File: config.mk
export PLATFORM = sky130hd
export DESIGN_NAME = mac_result_collector
export DESIGN_NICKNAME = d
export VERILOG_FILES = /design/src/rtl/mac_result_collector.sv
export SDC_FILE = /design/constraint.sdc
export NUM_CORES = 1
export LEC_CHECK = 0
export ABC_AREA = 0
export BUFFER_PORTS_ARGS = -buffer_cell sky130_fd_sc_hd__buf_2
export CORE_ASPECT_RATIO = 1.1
export CORE_MARGIN = 3
export CORE_UTILIZATION = 50
export CTS_BUF_LIST = sky130_fd_sc_hd__clkbuf_4 sky130_fd_sc_hd__clkbuf_8 sky130_fd_sc_hd__clkbuf_16
export DETAILED_ROUTE_END_ITERATION = 10
export PLACE_DENSITY = 0.79
export SYNTH_ARGS = -nofsm -noshare
export SYNTH_HDL_FRONTEND = slang
export SYNTH_SLANG_ARGS = --single-unit
File: constraint.sdc
create_clock -name clk -period 3.2 [get_ports clk]
set_input_delay 0.32 -clock clk [delete_from_list [all_inputs] [get_ports clk]]
set_output_delay 0.32 -clock clk [all_outputs]
set_load 0.005 [all_outputs]
File: src/rtl/mac_result_collector.sv
`default_nettype none
// ============================================================================
// Module   : mac_result_collector
// Purpose  : Sums a programmed number of signed MAC products into one result
//            and queues results in a small FIFO behind a valid/ready handshake.
//            Optional clamping with a sticky flag: define MAC_COLLECT_SAT_EN.
// Revision : 1.0 - initial release
// ============================================================================
module mac_result_collector #(
  parameter int DATA_WIDTH = 8,
  parameter int PROD_WIDTH = 2*DATA_WIDTH,
  parameter int ACC_WIDTH  = DATA_WIDTH+16,
  parameter int MAX_LEN    = 1024,
  parameter int FIFO_DEPTH = 4,
  parameter int LEN_W      = $clog2(MAX_LEN+1)
) (
  input  logic                  clk,
  input  logic                  reset,
  input  logic                  start,
  input  logic [LEN_W-1:0]      len,
  output logic                  busy,
  input  logic                  prod_valid,
  output logic                  prod_ready,
  input  logic [PROD_WIDTH-1:0] prod_in,
  output logic                  out_valid,
  input  logic                  out_ready,
  output logic [ACC_WIDTH-1:0]  out_data,
  output logic                  out_sat
);

  localparam int PTR_W = $clog2(FIFO_DEPTH);
  localparam logic [PTR_W:0] C_FULL = (PTR_W+1)'(FIFO_DEPTH);

  typedef enum logic [1:0] {IDLE = 2'd0, ACCUM = 2'd1, HOLD = 2'd2} state_t;

  state_t r_state, w_state_next;

  logic [ACC_WIDTH-1:0] r_acc;
  logic [LEN_W-1:0]     r_cnt;
  logic [LEN_W-1:0]     r_len;

  logic [ACC_WIDTH-1:0] r_mem [FIFO_DEPTH];
  logic [PTR_W-1:0]     r_wr_ptr;
  logic [PTR_W-1:0]     r_rd_ptr;
  logic [PTR_W:0]       r_count;

  logic                 w_start_ok;
  logic                 w_last;
  logic                 w_push;
  logic                 w_pop;
  logic [ACC_WIDTH-1:0] w_prod_ext;
  logic [ACC_WIDTH-1:0] w_acc_next;

  assign w_start_ok = start && (len != '0) && (32'(len) <= MAX_LEN);
  assign w_last     = (r_cnt == r_len - LEN_W'(1));
  assign w_prod_ext = {{(ACC_WIDTH-PROD_WIDTH){prod_in[PROD_WIDTH-1]}}, prod_in};
  assign w_push     = (r_state == HOLD) && (r_count != C_FULL);
  assign w_pop      = out_valid && out_ready;

`ifdef MAC_COLLECT_SAT_EN
  logic                 r_sat;
  logic                 r_sat_mem [FIFO_DEPTH];
  logic [ACC_WIDTH:0]   w_sum;
  logic                 w_clamp;

  // One guard bit: overflow when it disagrees with the result sign bit.
  assign w_sum   = {r_acc[ACC_WIDTH-1], r_acc} + {w_prod_ext[ACC_WIDTH-1], w_prod_ext};
  assign w_clamp = w_sum[ACC_WIDTH] != w_sum[ACC_WIDTH-1];

  always_comb begin
    w_acc_next = w_sum[ACC_WIDTH-1:0];
    if (w_clamp)
      w_acc_next = w_sum[ACC_WIDTH] ? {1'b1, {(ACC_WIDTH-1){1'b0}}}
                                    : {1'b0, {(ACC_WIDTH-1){1'b1}}};
  end

  always_ff @(posedge clk or negedge reset) begin
    if (!reset) begin
      r_sat <= 1'b0;
      for (int i = 0; i < FIFO_DEPTH; i++) r_sat_mem[i] <= 1'b0;
    end else begin
      if (r_state == IDLE && w_start_ok)
        r_sat <= 1'b0;
      else if (r_state == ACCUM && prod_valid && w_clamp)
        r_sat <= 1'b1;
      if (w_push)
        r_sat_mem[r_wr_ptr] <= r_sat;
    end
  end

  assign out_sat = r_sat_mem[r_rd_ptr];
`else
  assign w_acc_next = r_acc + w_prod_ext;
  assign out_sat    = 1'b0;
`endif

  always_ff @(posedge clk or negedge reset) begin
    if (!reset) r_state <= IDLE;
    else        r_state <= w_state_next;
  end

  always_comb begin
    w_state_next = r_state;
    busy         = 1'b0;
    prod_ready   = 1'b0;
    case (r_state)
      IDLE: begin
        if (w_start_ok) w_state_next = ACCUM;
      end
      ACCUM: begin
        busy       = 1'b1;
        prod_ready = 1'b1;
        if (prod_valid && w_last) w_state_next = HOLD;
      end
      HOLD: begin
        busy = 1'b1;
        if (w_push) w_state_next = IDLE;
      end
      default: w_state_next = IDLE;
    endcase
  end

  always_ff @(posedge clk or negedge reset) begin
    if (!reset) begin
      r_acc <= '0;
      r_cnt <= '0;
      r_len <= '0;
    end else if (r_state == IDLE && w_start_ok) begin
      r_acc <= '0;
      r_cnt <= '0;
      r_len <= len;
    end else if (r_state == ACCUM && prod_valid) begin
      r_acc <= w_acc_next;
      r_cnt <= r_cnt + LEN_W'(1);
    end
  end

  // Push is gated on the pre-pop count, so a full FIFO never bypasses.
  always_ff @(posedge clk or negedge reset) begin
    if (!reset) begin
      r_wr_ptr <= '0;
      r_rd_ptr <= '0;
      r_count  <= '0;
      for (int i = 0; i < FIFO_DEPTH; i++) r_mem[i] <= '0;
    end else begin
      if (w_push) begin
        r_mem[r_wr_ptr] <= r_acc;
        r_wr_ptr        <= r_wr_ptr + PTR_W'(1);
      end
      if (w_pop) r_rd_ptr <= r_rd_ptr + PTR_W'(1);
      case ({w_push, w_pop})
        2'b10:   r_count <= r_count + (PTR_W+1)'(1);
        2'b01:   r_count <= r_count - (PTR_W+1)'(1);
        default: r_count <= r_count;
      endcase
    end
  end

  assign out_valid = (r_count != '0);
  assign out_data  = r_mem[r_rd_ptr];

endmodule
`default_nettype wire

==> out/summary.txt, run 1 <==
outcome: finished clean
DP Area: 0.00861 mm2
Die X: 127 um
Worst Hold Slack: 117 ps
Tcrit/Tclk final: 0.869
reg-to-reg startpoint: r_acc[0]$_DFFE_PN0P_
Post-synth top cells: dfrtp_1, mux2_2, nand2_1
die area: 0.0177 mm2
Peak supply drop: 0.458 mV
ys flop type: dfrtp_1
area grow syn2layout: 14.8%
Final Skew: 5.76 ps
hold_sp: len[2]
post-route cell area: 0.00924 mm2
routed vias: 5456
CTS Root Cell: clkbuf_16
max frequency: 359 MHz
Initial Util: 0.511
Post-route DRC: 0
crit path max fanout: 6
global-route wire length before repair: 27.4 mm
met2 wire length: 8.41 mm
CTS tree: built
kind of critical path: register to register
RSZ-0062 raised after global routing: no
Fin. Hold Viols: 0
synth unique cells: 61
Final setup viols: 0
Synth Warn #: 0
Yosys reg bits: 151
Inserted Diodes: 0
power per standard cell area: 776 mW/mm2
arrival time worst endpoint: 3120 ps
GRT overflow: 0
largest net degree at the start of global routing: 77
# IOs: 60
setup_tns: 0 ps
Static Leak: 4.49 nW
syn_nets: 745
hpwl dp: 11.2 mm
worst path required time: 3530 ps
DRT Pass-1 Iters: 5
worst min path class: input pin to register
fin nets: 810
FP Rows: 48
relative slew slack: 0.536
number of global-route vias before repair: 5522
H-tree Lvls: 4
clk_lat worst skew: 420 ps
Max Cap Viol: 0
Reg2Reg Depth: 9
Reg2Reg Capture Point: r_acc[20]$_DFFE_PN0P_
worst setup margin: 418 ps
Clock transition at path regs: 60 ps
Synth async-reset ratio: 1.00
largest cells by area after synthesis: dfrtp_1, mux2_2, mux4_2
antenna violations before repair: 0
clk sinks: 151
cts bufs inserted: 17
Pins Over Slew Limit: 0
Die H: 139 um
Post-Syn Area per Cell: 11.9 um2
1st-iter DRT viols: 335
pre-CTS setup slack: 423 ps
GP Congestion: 0.954
Hold Crit Depth: 3
Synth area leader: dfrtp_1
Via-to-Cell Ratio: 5.71
synthesized instance count: 678
reg-to-reg slack, setup: 420 ps
PostCTS Resize Cnt: 0
Setup crit end kind: register
antenna viol nets, final: 0
Post-Syn Area: 0.00805 mm2
uppermost layer routed: met4
Met1 Wirelength: 7.22 mm
met3 routed WL: 618 um
WL per Instance: 17.3 um
most numerous cell in the Yosys netlist: dfrtp_1
CP Launch Type: register
Core ar.: 0.0157 mm2
IO buf count: 58
Max Root-Sink Buffers: 2
Final Critical Period: 2780 ps
Worst-Margin Slew: 696 ps
routed wire length: 16.6 mm
share of layout cells above drive strength 1: 0.331
Yosys top cell area share: 0.470
Worst Hold Endpoint: r_len[2]$_DFFE_PN0P_
Seq/Total Area, Yosys: 0.470
Post-synth EDFFs: 0
GRT Total Usage: 0.194
==> report_power, final <==
| part | total, mW | switching [mW] | internal, mW |
|---|---|---|---|
| sequential | 2.63 | 0.425 | 2.21 |
| combinational | 2.46 | 1.38 | 1.08 |
| clock | 2.08 | 0.746 | 1.33 |
| total | 7.17 | 2.55 | 4.62 |
==> layout make-up <==
type | instances | area, um2
inverter | 15 | 56.3
tap | 200 | 250
sequential | 151 | 3780
timing repair buffer | 77 | 467
multi-input combinational | 481 | 4060
fill | 1277 | 6500
clock buffer | 24 | 503
clock inverter | 8 | 119
==> worst max-delay path by stage <==
stage / from / end / slack [ps] / cells after the start
detailed placement: prod_in[0] / r_acc[20]$_DFFE_PN0P_ / 420 / 10
global placement: prod_in[0] / r_acc[20]$_DFFE_PN0P_ / 480 / 10
CTS: r_acc[0]$_DFFE_PN0P_ / r_acc[20]$_DFFE_PN0P_ / 420 / 9
floorplan: r_acc[0]$_DFFE_PN0P_ / r_acc[20]$_DFFE_PN0P_ / 690 / 9
global route: r_acc[2]$_DFFE_PN0P_ / r_acc[23]$_DFFE_PN0P_ / 170 / 8
finish: r_acc[0]$_DFFE_PN0P_ / r_acc[20]$_DFFE_PN0P_ / 420 / 9
==> cells by family (layout without fill, tap and decap cells) <==
family / after synthesis / in the layout / synth area share
other: 1 / 1 / 0.000466
AND/OR/NAND/NOR: 156 / 156 / 0.0924
AO/OA/AOI/OAI: 112 / 112 / 0.0897
buffers and inverters: 46 / 124 / 0.0255
XOR/XNOR: 48 / 48 / 0.0522
adder cells (fa/ha/maj): 35 / 35 / 0.0563
multiplexers: 129 / 129 / 0.214
flip-flops: 151 / 151 / 0.470
==> placed cells by master (no fill, tap or decap), drive strengths merged, types with 5 or more instances in the layout <==
master / synthesis / layout
a21oi: 43 / 43
clkbuf: 22 / 24
mux2: 104 / 104
nand4: 10 / 10
nor2: 35 / 35
a31oi: 6 / 6
buf: 9 / 76
dfrtp: 151 / 151
a21o: 6 / 6
ha: 33 / 33
o31ai: 6 / 6
inv: 15 / 15
nand3: 9 / 9
xnor2: 21 / 21
clkinv: 0 / 5
o21ai: 21 / 21
mux4: 24 / 24
a211oi: 10 / 10
nand2: 69 / 69
xor2: 27 / 27
==> sequential cells by signal, summed over array words and instances, names as in the netlist <==
| register | flops |
|---|---|
| r_mem | 96 |
| r_acc | 24 |
| r_cnt | 11 |
| r_len | 11 |
| r_count | 3 |
| r_rd_ptr | 2 |
| r_state | 2 |
| r_wr_ptr | 2 |
==> metrics by stage <==
step           std cells  power, mW   util
6_report             956       7.17  0.587
5_1_grt              956       7.63  0.587
4_1_cts              956       7.20  0.587
3_5_place_dp         923       5.08  0.547
3_3_place_gp         923       5.02  0.547
2_1_floorplan        678       4.46      -
==> what timing repair did <==
action,4_1_cts,5_1_grt
endpoints found under the hold margin,75,0
setup buffers,0,0
hold buffers,1,0
==> per-layer routing <==
metal / global-route usage / vias up
met4: 0.0604 / 0
li1: - / 2582
met5: 0 / -
met3: 0.0470 / 26
met1: 0.244 / 2737
met2: 0.329 / 111
==> worst max-delay path, cell delays in order, from the launching register on <==
cell and delay [ps]:
dfrtp_1 420, ha_1 240, fa_1 430, a21oi_1 220
o211ai_1 180, a221oi_4 430, o21ai_2 140, a211oi_1 310
xor2_1 100, a211oi_1 230
Power figures use the tool's default switching activity.
==> inputs of run 2 (changes only) <==
--- a/config.mk
+++ b/config.mk
@@ -14,2 +14,3 @@
 export DETAILED_ROUTE_END_ITERATION = 10
+export HOLD_SLACK_MARGIN = 0.06
 export PLACE_DENSITY = 0.79
==> constraint.sdc (replaced) <==
create_clock -name clk -period 3.2 [get_ports clk]
set_input_delay 0.48 -clock clk [delete_from_list [all_inputs] [get_ports clk]]
set_output_delay 0.48 -clock clk [all_outputs]
set_load 0.005 [all_outputs]
==> out/summary.txt, run 2 (synthesis gave the netlist of run 1 again) <==
outcome: finished clean
Setup Buffers After CTS: 0 (unchanged)
Via-to-Cell Ratio: 5.75 (+0.74%)
H-tree Lvls: 4 (unchanged)
RSZ-0062 raised after global routing: no
global-route wire length before repair: 28.0 mm (+2.4%)
number of global-route vias before repair: 5516 (-0.11%)
CP max stage cell: o21ai_0
Max Root-Sink Buffers: 2 (unchanged)
placed cells: 923 (unchanged)
Final setup viols: 0 (unchanged)
Max Cap Viol: 0 (unchanged)
IO buf count: 58 (unchanged)
Initial Util: 0.511 (unchanged)
worst min path class: input pin to asynchronous set/reset pin
CP Launch Type: register
Inserted Diodes: 0 (unchanged)
power per standard cell area: 776 mW/mm2 (about the same)
Crit path largest cell delay: 500 ps (+70 ps)
CTS Root Cell: clkbuf_16
DRT Pass-1 Iters: 4 (-1)
register with the most flip-flops: r_mem
CTS tree: built
PostCTS Resize Cnt: 0 (unchanged)
hpwl dp: 11.5 mm (+3.0%)
Final Skew: 6.86 ps (+1.10 ps)
crit path cell chain: ha_1, o211ai_1, o21ai_0, a31oi_1, o21ai_0, a31oi_1, xnor2_1, a211oi_1
Post-route DRC: 0 (unchanged)
max reg flops: 96 (unchanged)
share of layout cells above drive strength 1: 0.330 (-0.000449)
post-route cell area: 0.00921 mm2 (-0.28%)
pre-CTS setup slack: 344 ps (-78.8 ps)
WL per Instance: 17.5 um (+0.98%)
Core ar.: 0.0157 mm2 (unchanged)
crit path max fanout: 6 (unchanged)
Static Leak: 4.48 nW (-0.30%)
Fin. Hold Viols: 0 (unchanged)
Worst-Margin Slew: 659 ps (-36.5 ps)
fin nets: 809 (-0.12%)
Tcrit/Tclk final: 0.848 (-0.0215)
worst setup margin: 487 ps (+68.7 ps)
Peak supply drop: 0.472 mV (+3.2%)
# IOs: 60 (unchanged)
final non-filler cell total: 954 (-0.21%)
worst path required time: 3530 ps (about the same)
Regs by FF count: r_mem (96), r_acc (24)
FP Rows: 48 (unchanged)
routed vias: 5485 (+0.53%)
antenna viol nets, final: 0 (unchanged)
number of hold buffers added after CTS: 0 (-1)
Die H: 139 um (unchanged)
max frequency: 369 MHz (+2.5%)
cts bufs inserted: 17 (unchanged)
clk_lat worst skew: 420 ps (about the same)
commonest cells after routing, fill and taps aside: dfrtp_1, mux2_2, nand2_1
Worst Hold Slack: 55.7 ps (-61.5 ps)
largest net degree at the start of global routing: 70 (-9.1%)
GP Congestion: 0.971 (+1.7%)
die area: 0.0177 mm2 (unchanged)
arrival time worst endpoint: 3040 ps (-80 ps)
routed wire length: 16.7 mm (+0.77%)
DP Area: 0.00861 mm2 (unchanged)
antenna violations before repair: 0 (unchanged)
Clock transition at path regs: 60 ps (about the same)
Die X: 127 um (unchanged)
Pins Over Slew Limit: 0 (unchanged)
Final Critical Period: 2710 ps (-68.7 ps)
kind of critical path: register to register
GRT Total Usage: 0.199 (+0.00511)
most common cell after layout, fill and taps aside: dfrtp_1
setup_tns: 0 ps (unchanged)
1st-iter DRT viols: 329 (-1.8%)
Setup crit end kind: register
relative slew slack: 0.560 (+0.0239)
area grow syn2layout: 14.5%
clk sinks: 151 (unchanged)
GRT overflow: 0 (unchanged)
run 2: worst max-delay path: cells and delay by family (launching register included):
family,cells,cell delay (ps)
compound gates,6,1600
flops,1,440
fa+ha+maj,1,400
xor+xnor,1,180
run 2: final timing paths:
path	from	end	slack [ps]	cells after the start
max in group asynchronous	reset	r_acc[22]$_DFFE_PN0P_	2340	2
min in group clk	len[2]	r_len[2]$_DFFE_PN0P_	290	3
max	r_acc[4]$_DFFE_PN0P_	r_acc[21]$_DFFE_PN0P_	490	8
min	reset	r_mem[74]$_DFFE_PN0P_	60	1
min reg2reg	r_rd_ptr[1]$_DFFE_PN0P_	r_rd_ptr[1]$_DFFE_PN0P_	470	1
max reg2reg	r_acc[4]$_DFFE_PN0P_	r_acc[21]$_DFFE_PN0P_	490	8
run 2: metal layers:
| layer | share of wire | GRT usage | vias up | routed length [um] |
|---|---|---|---|---|
| li1 | - | - | 2587 | - |
| met1 | 0.44 | 0.259 | 2767 | 7340 |
| met2 | 0.51 | 0.332 | 107 | 8490 |
| met3 | 0.037 | 0.0474 | 24 | 613 |
| met4 | 0.015 | 0.0599 | 0 | 252 |
| met5 | 0 | 0 | - | 0 |
run 2: where the power goes:
group	switching, mW	internal (mW)
Combinational	1.36	1.09
Sequential	0.444	2.21
Clock	0.753	1.29
Total	2.56	4.59
run 2: layout make-up:
cell class / count / area [um2]
tap: 200 / 250
clock inverter: 9 / 124
fill: 1243 / 6520
inverter: 15 / 56.3
clock buffer: 22 / 482
multi-input combinational: 481 / 4060
sequential: 151 / 3780
timing repair buffer: 76 / 457
run 2: metrics by stage:
step                      power, mW   util
after detailed placement       5.09  0.547
after global routing           7.63  0.585
after CTS                      7.18  0.585
after floorplan                4.46      -
final                          7.15  0.585
after global placement         5.03  0.547
==> inputs of run 3 (changes only) <==
ABC_AREA = 1   (was 0)
clock period = 2.7 ns   (was 3.2 ns; I/O delays follow)
==> out/summary.txt, run 3 <==
Post-Syn Area per Cell: 7.98 um2 (-33%)
setup_tns: 0 ps (unchanged)
commonest cells after routing, fill and taps aside: nand2_1, o21ai_0, dfrtp_1
CTS tree: built
largest cells by area after synthesis: dfrtp_1, o21ai_0, nand2_1
FP Rows: 48 (unchanged)
register with the most flip-flops: r_mem
worst path required time: 2300 ps (-1230 ps)
CP startpoint: r_rd_ptr[0]$_DFFE_PN0P_
fin nets: 1135 (+40%)
relative slew slack: 0.612 (+0.0523)
Seq/Total Area, Yosys: 0.465 (-0.00441)
Regs by FF count: r_mem (96), r_acc (24)
antenna viol nets, final: 0 (unchanged)
Post-synth top cells: nand2_1, o21ai_0, dfrtp_1
largest net degree at the start of global routing: 62 (-11%)
post-route cell area: 0.00922 mm2 (about the same)
arrival time worst endpoint: 1930 ps (-1110 ps)
kind of critical path: register to output pin
reg-to-reg slack, setup: 570 ps (+80 ps)
Static Leak: 4.50 nW (+0.52%)
IO buf count: 58 (unchanged)
PostCTS Resize Cnt: 0 (unchanged)
Fill cells: 1401 (+13%)
Max Cap Viol: 0 (unchanged)
Max Root-Sink Buffers: 2 (unchanged)
Die X: 128 um (+0.45%)
Synth async-reset ratio: 1.00 (unchanged)
area grow syn2layout: 13.5%
hpwl dp: 13.3 mm (+15%)
# IOs: 60 (unchanged)
synth unique cells: 41 (-33%)
Synth Warn #: 0 (unchanged)
Pins Over Slew Limit: 0 (unchanged)
ys flop type: dfrtp_1
number of global-route vias before repair: 6783 (+23%)
GRT Total Usage: 0.227 (+0.0277)
number of hold buffers added after CTS: 1 (+1)
global-route wire length before repair: 32.8 mm (+17%)
most numerous cell in the Yosys netlist: nand2_1
syn_nets: 1085 (+46%)
max reg flops: 96 (unchanged)
Core ar.: 0.0158 mm2 (+0.38%)
antenna violations before repair: 0 (unchanged)
worst min path class: input pin to register
Yosys top cell area share: 0.465 (-0.00441)
die area: 0.0178 mm2 (+0.90%)
Post-Syn Area: 0.00812 mm2 (+0.95%)
multiplexer share of the synthesized area: 0 (-0.214)
Tcrit/Tclk final: 0.866
1st-iter DRT viols: 721 (+120%)
Die H: 140 um (+0.45%)
GRT overflow: 0 (unchanged)
max frequency: 428 MHz
Post-route DRC: 0 (unchanged)
clk sinks: 151 (unchanged)
register area: 0.00378 mm2 (about the same)
power per standard cell area: 1180 mW/mm2 (+52%)
simple-gate share of the synthesized area: 0.209 (+0.117)
Inserted Diodes: 0 (unchanged)
GP Congestion: 0.931 (-4.1%)
routed wire length: 19.3 mm (+16%)
Synth Area in Adders: 0.0558 (-0.000529)
cts bufs inserted: 17 (unchanged)
largest family of logic cells by synthesized area: simple AND/OR/NAND/NOR gates
hold_sp: len[9]
H-tree Lvls: 4 (unchanged)
most common cell after layout, fill and taps aside: nand2_1
DRT Pass-1 Iters: 5 (+1)
WL per Instance: 15.1 um (-14%)
Worst-Margin Slew: 582 ps (-77.1 ps)
post-layout power: 10.9 mW (+52%)
Synth Area in XOR/XNOR: 0.0243 (-0.0279)
Final setup viols: 0 (unchanged)
outcome: finished clean
RSZ-0062 raised after global routing: no
CP Launch Type: register
Initial Util: 0.514 (+0.00289)
synthesized instance count: 1018 (+50%)
multi-input logic area: 0.00384 mm2 (-5.5%)
Clock transition at path regs: 60 ps (about the same)
Synth Area in Compound Gates: 0.183 (+0.0931)
Final Skew: 8.55 ps (+1.69 ps)
Fin. Hold Viols: 0 (unchanged)
Post-synth EDFFs: 0 (unchanged)
Final Critical Period: 2340 ps
routed vias: 7160 (+31%)
DP Area: 0.00861 mm2 (about the same)
Yosys reg bits: 151 (unchanged)
share of layout cells above drive strength 1: 0.129 (-0.202)
Setup crit end kind: output pin
clk_lat worst skew: 420 ps (about the same)
CTS Root Cell: clkbuf_16
Setup Buffers After CTS: 0 (unchanged)
Peak supply drop: 0.498 mV (+5.5%)
worst setup margin: 363 ps (-124 ps)
Via-to-Cell Ratio: 5.59 (-2.8%)
pre-CTS setup slack: 474 ps (+130 ps)
crit path max fanout: 36 (+30)
Synth area leader: dfrtp_1
reg-to-reg startpoint: r_acc[2]$_DFFE_PN0P_
[run 3: logic make-up (layout without fill, tap and decap cells)]
family,Yosys count,after routing
simple gates,405,405
compound gates,279,279
flops,151,151
buf+inv,126,189
fa+ha+maj,35,35
xor+xnor,21,21
other cells,1,1
[run 3: layer usage]
layer / routed length, um / part of all wire / global-route usage
met3: 1180 / 0.061 / 0.0499
met1: 8600 / 0.45 / 0.311
met4: 605 / 0.031 / 0.0937
met5: 0 / 0 / 0
met2: 8910 / 0.46 / 0.348
[run 3: final cells by class]
type                       count  share of cell area
tap                          200              0.0271
clock buffer                  20              0.0493
timing repair buffer          73              0.0474
sequential                   151               0.410
clock inverter                12              0.0156
multi-input combinational    741               0.417
inverter                      84              0.0342
[run 3: final timing paths]
kind | endpoint | depth (start not counted)
worst max register to register | r_acc[15]$_DFFE_PN0P_ | 9
worst max-delay path | out_data[14] | 5
worst min-delay path | r_len[9]$_DFFE_PN0P_ | 3
min in group asynchronous | r_acc[9]$_DFFE_PN0P_ | 2
worst min register to register | r_mem[31]$_DFFE_PN0P_ | 2
max in group asynchronous | r_mem[1]$_DFFE_PN0P_ | 3
[run 3: power by group]
group	internal, mW	switching [mW]
clock	1.42	0.955
combinational	1.75	3.01
sequential	3.16	0.552
[run 3: through the flow]
step	hold slack, ps	std cells	util
floorplan	109	1018	-
global placement	425	1248	0.545
detailed placement	434	1248	0.545
CTS	183	1281	0.584
global route	210	1281	0.584
finish	195	1281	0.584
[run 3: critical path: stages, from the launching register on]
cell	delay, ps
dfrtp_1	370
inv_1	350
buf_12	250
o21ai_0	100
o22ai_1	240
buf_2	170
